`config.mk`:
```
export PLATFORM = sky130hd
export DESIGN_NAME = serial_subtractor
export DESIGN_NICKNAME = d
export VERILOG_FILES = /design/src/rtl/serial_subtractor.sv
export SDC_FILE = /design/constraint.sdc
export NUM_CORES = 1
export LEC_CHECK = 0
export CAP_MARGIN = 20
export CORE_MARGIN = 3
export CORE_UTILIZATION = 40
export CTS_BUF_LIST = sky130_fd_sc_hd__clkbuf_8
export DETAILED_ROUTE_END_ITERATION = 12
export HOLD_SLACK_MARGIN = 0.1
export PLACE_DENSITY = 0.74
export SLEW_MARGIN = 20
export SYNTH_ARGS = -nofsm -noshare
export SYNTH_HDL_FRONTEND = slang
export SYNTH_SLANG_ARGS = --single-unit
```
`constraint.sdc`:
```
create_clock -name clk -period 1.3 [get_ports clk]
set_input_delay 0.195 -clock clk [delete_from_list [all_inputs] [get_ports clk]]
set_output_delay 0.195 -clock clk [all_outputs]
set_load 0.1 [all_outputs]
```
`src/rtl/serial_subtractor.sv`:
```
// serial_subtractor: bit-serial a - b - bin, LSB first, one bit per clock.
// Uses one registered borrow flop and valid/ready handshakes on both sides.
//
// Parameters:
//   WIDTH      operand/result width (>= 2)
// Ports:
//   clk        rising-edge clock
//   rst        asynchronous active-high reset
//   in_valid   operands a/b/bin valid
//   in_ready   accepting operands (IDLE only)
//   a, b, bin  minuend, subtrahend, borrow-in
//   out_valid  diff/bout(/ovf) valid (DONE only)
//   out_ready  consumer takes the result
//   diff       (a - b - bin) mod 2^WIDTH
//   bout       borrow-out (unsigned a < b + bin)
//   ovf        signed overflow; only with SERIAL_SUB_OVF_EN defined
module serial_subtractor #(
    parameter int WIDTH = 8
) (
    input  logic             clk,
    input  logic             rst,
    input  logic             in_valid,
    output logic             in_ready,
    input  logic [WIDTH-1:0] a,
    input  logic [WIDTH-1:0] b,
    input  logic             bin,
    output logic             out_valid,
    input  logic             out_ready,
    output logic [WIDTH-1:0] diff,
    output logic             bout
`ifdef SERIAL_SUB_OVF_EN
    ,
    output logic             ovf
`endif
);

    localparam int CW = $clog2(WIDTH);
    localparam logic [CW-1:0] LAST = CW'(WIDTH - 1);

    typedef enum logic [1:0] {
        IDLE = 2'd0,
        RUN  = 2'd1,
        DONE = 2'd2
    } state_t;

    state_t state;
    state_t state_nx;

    logic [WIDTH-1:0] a_sr;
    logic [WIDTH-1:0] b_sr;
    logic [WIDTH-1:0] d_sr;
    logic             br;
    logic [CW-1:0]    cnt;

    logic a0;
    logic b0;
    logic d_bit;
    logic br_nx;
    logic last;
    logic accept;

    // One full-subtractor cell working on the current LSBs.
    always_comb begin
        a0     = a_sr[0];
        b0     = b_sr[0];
        d_bit  = a0 ^ b0 ^ br;
        br_nx  = (~a0 & b0) | (~a0 & br) | (b0 & br);
        last   = (cnt == LAST);
        accept = (state == IDLE) && in_valid;
    end

    always_ff @(posedge clk or posedge rst) begin
        if (rst) begin
            state <= IDLE;
        end else begin
            state <= state_nx;
        end
    end

    always_comb begin
        state_nx = state;
        unique case (state)
            IDLE: begin
                if (in_valid) begin
                    state_nx = RUN;
                end
            end
            RUN: begin
                if (last) begin
                    state_nx = DONE;
                end
            end
            DONE: begin
                if (out_ready) begin
                    state_nx = IDLE;
                end
            end
            default: begin
                state_nx = IDLE;
            end
        endcase
    end

    // Handshake outputs come straight from the state register.
    assign in_ready  = (state == IDLE);
    assign out_valid = (state == DONE);

    always_ff @(posedge clk or posedge rst) begin
        if (rst) begin
            a_sr <= '0;
            b_sr <= '0;
            d_sr <= '0;
            br   <= 1'b0;
            cnt  <= '0;
        end else if (accept) begin
            a_sr <= a;
            b_sr <= b;
            br   <= bin;
            cnt  <= '0;
        end else if (state == RUN) begin
            // Result bits enter at the MSB so after WIDTH steps bit 0
            // has reached the LSB position.
            d_sr <= {d_bit, d_sr[WIDTH-1:1]};
            a_sr <= a_sr >> 1;
            b_sr <= b_sr >> 1;
            br   <= br_nx;
            // Hold at the last index instead of wrapping.
            if (!last) begin
                cnt <= cnt + CW'(1);
            end
        end
    end

    assign diff = d_sr;
    assign bout = br;

`ifdef SERIAL_SUB_OVF_EN
    logic ovf_r;

    // Borrow into the MSB differs from borrow out of it exactly when
    // the signed result leaves the representable range.
    always_ff @(posedge clk or posedge rst) begin
        if (rst) begin
            ovf_r <= 1'b0;
        end else if ((state == RUN) && last) begin
            ovf_r <= br ^ br_nx;
        end
    end

    assign ovf = ovf_r;
`endif

endmodule
```
# Word level (Yosys, flattened, before mapping)
# Cells that the tools add are included.
# word_totals
ff_bits	30
output_inout_bits	11
# classes
n_addsub	1
eq_ne	7
n_mux	13
n_bitwise	9
reduce_logical	6
# ops
operator	count
two-way mux 8 bit	4
two-way mux 3 bit	3
two-way mux 2 bit	3
one-hot mux 2 bit (3 select lines)	1
inequality test 2 x 1 -> 1 bit (second input constant)	2
inequality test 2 bit (second input constant)	2
AND reduction 2 bit	2
adder 3 x 1 -> 3 bit (second input constant)	1
bitwise AND 1 bit	3
equality test 3 bit (second input constant)	1
AND reduction 3 bit	1
equality test 2 x 1 -> 1 bit (second input constant)	1
equality test 2 bit (second input constant)	1
zero test 2 bit	1
two-way mux 1 bit	2
inverter 1 bit	2
bitwise OR 1 bit	2
nonzero test 2 bit	1
XOR 1 bit	2
logical AND 1 bit	1

# Longest topological paths before layout
# logic_depth
ltp_word	6
ltp_mapped	5

# Worst setup path before layout
# OpenSTA, ideal clock, no wires.
# synth_path
path_kind	register to register
start	register state[0]
end	register state[1]
arrival_time_ns	2.161
required_time_ns	1.226
path_slack_ns	-0.935
path_stages_with_launch	4
period_less_slack_ns	2.235
path_cell_list	dfrtp_1 > buf_2 > nor2b_1 > a22o_1
# synth_via
elab_chain_cells	3
# synth_rtl
item	line	text
start, declared	46	state_t state;
start signal, assigned	76	state <= state_nx;
equality test 2 bit (*)	-	
via out_valid	27	output logic out_valid,
inequality test 2 x 1 -> 1 bit (no source line)	-	
AND reduction 3 bit (no source line)	-	
# The timed path passes the listed nets; every way through them passes the cells marked *.
# A chain may end at the register's enable or synchronous reset.

# Final worst setup path
# layout_path
start	register state[0]
end	output port in_ready
# layout_via
elab_chain_cells	1
# layout_rtl
item	line	text
zero test 2 bit	105	assign in_ready = (state == IDLE);
end, declared	23	output logic in_ready,
# No other way between the ends.

==> results.yml <==
status:
  outcome: "finished with violations"
  violations: "setup timing"
power_and_ir_drop:
  leakagePower_nw: 1.11
  total_power_mw: 7.00
  irDropWorstVdd_mv: 1.62
  powerDensity_mw_per_mm2: 2800
layout:
  final_nets: 213
  final_cells: 236
  nFillCells: 241
  drive_above_1_share_pct: 42.1
  multiInputGateArea_um2: 761
  syn_to_final_growth_pct: 66.0
  insertedDiodeCount: 0
  regArea_um2: 757
clock_network:
  cts_root_buffer: "clkbuf_8"
  cts_tree: "yes"
  clkLatencyLatePin_ps: 280
  clk_pin_slew_ps: 60
  clock-sinks: 30
  holdBufCountCts: 0
  numCtsBuffers: 5
  h-tree-depth: 2
  clockBufferDepth: 2
synthesis:
  ys.flop_type: "dfrtp_1"
  postSynth.asyncResetShare_pct: 100
  synth_top_area_cell: "dfrtp_1"
  synthXorXnorAreaFrac_pct: 0
  synth_cells: 133
  ys_ff_latch: 30
  synth_cell_types: 31
  synth-edff-count: 0
  synth_top_family_by_area: "simple AND/OR/NAND/NOR gates"
  yosysTopAreaCellShare_pct: 49.9
  synthAdderAreaFrac_pct: 3.00
  synth-compound-area-share_pct: 14.4
  synth_simple_gate_area_share_pct: 17.1
  syn_avg_cell_area_um2: 11.3
  ys_seq_area_share_pct: 49.9
  syn-cell-area_mm2: 0.00150
  ys_warn_count: 0
  synthMuxAreaShare_pct: 5.91
  synth_fp_nets: 157
  synth_area_leaders: "dfrtp_1 50%, inv_1 5.2%, nor4b_1 5.2%"
setup_path:
  r2r_slack_ps: -70
  crit_top_cell: "buf_12"
  slowest_delay_ps: 410
  worstPathRequired_ps: 1110
  r2r_end: "bout"
  path_max_fanout: 8
  crit_slowest_cell: "dfrtp_1"
  rr_worst_depth: 4
  critical_path_class: "reg2out"
  path_cells: "buf_12 > nor2_4 > buf_12"
  critPathArrivalTime_ps: 1210
  startpoint_type: "flop"
  crit_path_end_kind: "primary output"
  rr_startpoint: "state[1]"
detailed_routing:
  vias: 1274
  first_pass_iters: 4
  wl_per_cell_um: 18.2
  wirelength_um: 4290
  drc: 0
  via_per_inst: 5.40
  ant_nets: 0
  dr.first_iter.drc_count: 105
timing:
  maxSlewViolCount: 0
  min_period_ps: 1400
  fin_ws_ps: -101
  hold_viol: 0
  tightest_slew_ps: 341
  holdWs_ps: 263
  max_freq_ghz: 0.714
  finClkSkew_ps: 8.78
  rsz0062_at_grt: "true"
  slew-limit-headroom_pct: 77.3
  setup_violations: 15
  fin_crit_sh_pct: 108
global_routing:
  grt_pass1_wl_um: 6480
  grt_max_degree: 31
  grt_pass1_vias: 1344
  antenna_found_initial: 0
  overflow: 0
  grt_use_total_pct: 19.9
run:
  drv_cap: 0
floorplan:
  die_h_um: 67.3
  dieWidth_um: 67.3
  dieArea_mm2: 0.00453
  io_pins: 32
  placementRows: 21
  initial_core_util_pct: 43.4
  core_region_area_mm2: 0.00347
place:
  hpwl_um: 2480
  gp_congestion: 0.777
  place_inst: 213
  portBuffers: 31
hold_path:
  hold_path.class: "in2async"
==> layout make-up <==
class	instances	share of cell area (%)
inverters	21	3.16
multi-input cells	71	30.5
clock buffers	6	3.31
well taps	46	2.31
clock inverters	2	0.351
flip-flops and latches	30	30.3
repair buffers	60	30.1
==> registers in the layout, indices dropped and copies added (netlist names) <==
name / cells
state: 2
a_sr: 8
bout: 1
cnt: 3
diff: 8
b_sr: 8
==> stage by stage <==
step / util [%] / area [um2] / setup WS, ps / setup TNS, ps
floorplan: - / 1530 / -125 / -917
global placement: 60.6 / 2100 / -107 / -1170
detailed placement: 60.6 / 2100 / -205 / -1870
CTS: 68.0 / 2360 / -105 / -396
global route: 72.0 / 2500 / -147 / -1500
finish: 72.0 / 2500 / -101 / -559
==> where the power goes <==
part | leakage, nW | internal [mW] | total, mW | switching (mW)
Combinational | 0.708 | 2.07 | 4.47 | 2.40
Clock | 0.0524 | 0.418 | 0.751 | 0.333
Sequential | 0.348 | 1.40 | 1.77 | 0.370
==> routing by layer <==
metal	global-route usage [%]	routed length, um	up-vias
met4	9.62	99	0
li1	-	-	587
met3	5.49	158	8
met5	0	0	-
met2	35.0	2390	30
met1	22.1	1640	649
==> worst max-delay path by stage <==
stage                        start  endpoint  slack [ps]  cells past startpoint
final                     state[0]  in_ready        -100                      3
after global routing      state[0]  in_ready        -150                      3
after CTS                 state[1]  in_ready        -110                      3
after detailed placement  in_valid   b_sr[4]        -200                      4
after global placement    in_valid   b_sr[4]        -110                      4
after floorplan           state[0]      bout        -120                      3
==> cell usage in the layout (no fill, tap or decap), drive strengths merged, types with 2 or more instances in the layout <==
| cell type | instances |
|---|---|
| a211oi | 9 |
| a222oi | 5 |
| a32o | 2 |
| buf | 38 |
| clkbuf | 7 |
| clkdlybuf4s50 | 20 |
| dfrtp | 30 |
| ha | 2 |
| inv | 22 |
| mux2 | 7 |
| nand2b | 4 |
| nand3 | 2 |
| nor2 | 2 |
| nor2b | 8 |
| nor3b | 10 |
| nor4b | 9 |
| o221ai | 2 |
==> critical path: cells and delay by family (launching register included) <==
| kind | cells | cell delay, ps |
|---|---|---|
| buffers and inverters | 2 | 350 |
| and+or+nand+nor | 1 | 150 |
| DFF | 1 | 410 |
==> cell usage after synthesis (all sizes together) (4+ instances only) <==
| master | count |
|---|---|
| inv | 21 |
| nand2b | 4 |
| dfrtp | 30 |
| a222oi | 5 |
| mux2 | 7 |
| nor4b | 9 |
| nor2b | 8 |
| buf | 9 |
| a211oi | 9 |
| nor3b | 10 |
==> logic make-up (layout without fill, tap and decap cells) <==
group,count (synthesis),count (layout)
AND/OR/NAND/NOR,36,36
buffers and inverters,32,89
flip-flops,30,30
AO/OA/AOI/OAI,24,24
multiplexers,8,8
adder cells (fa/ha/maj),3,3
==> repair_timing <==
action / CTS / global route
endpoints found under the setup margin: 12 / 26
pin swaps: 2 / 6
gates resized for setup: 8 / 19
setup buffers: 12 / 1
cloned: 1 / 1
Note: power is estimated with default switching activity, not from simulation.
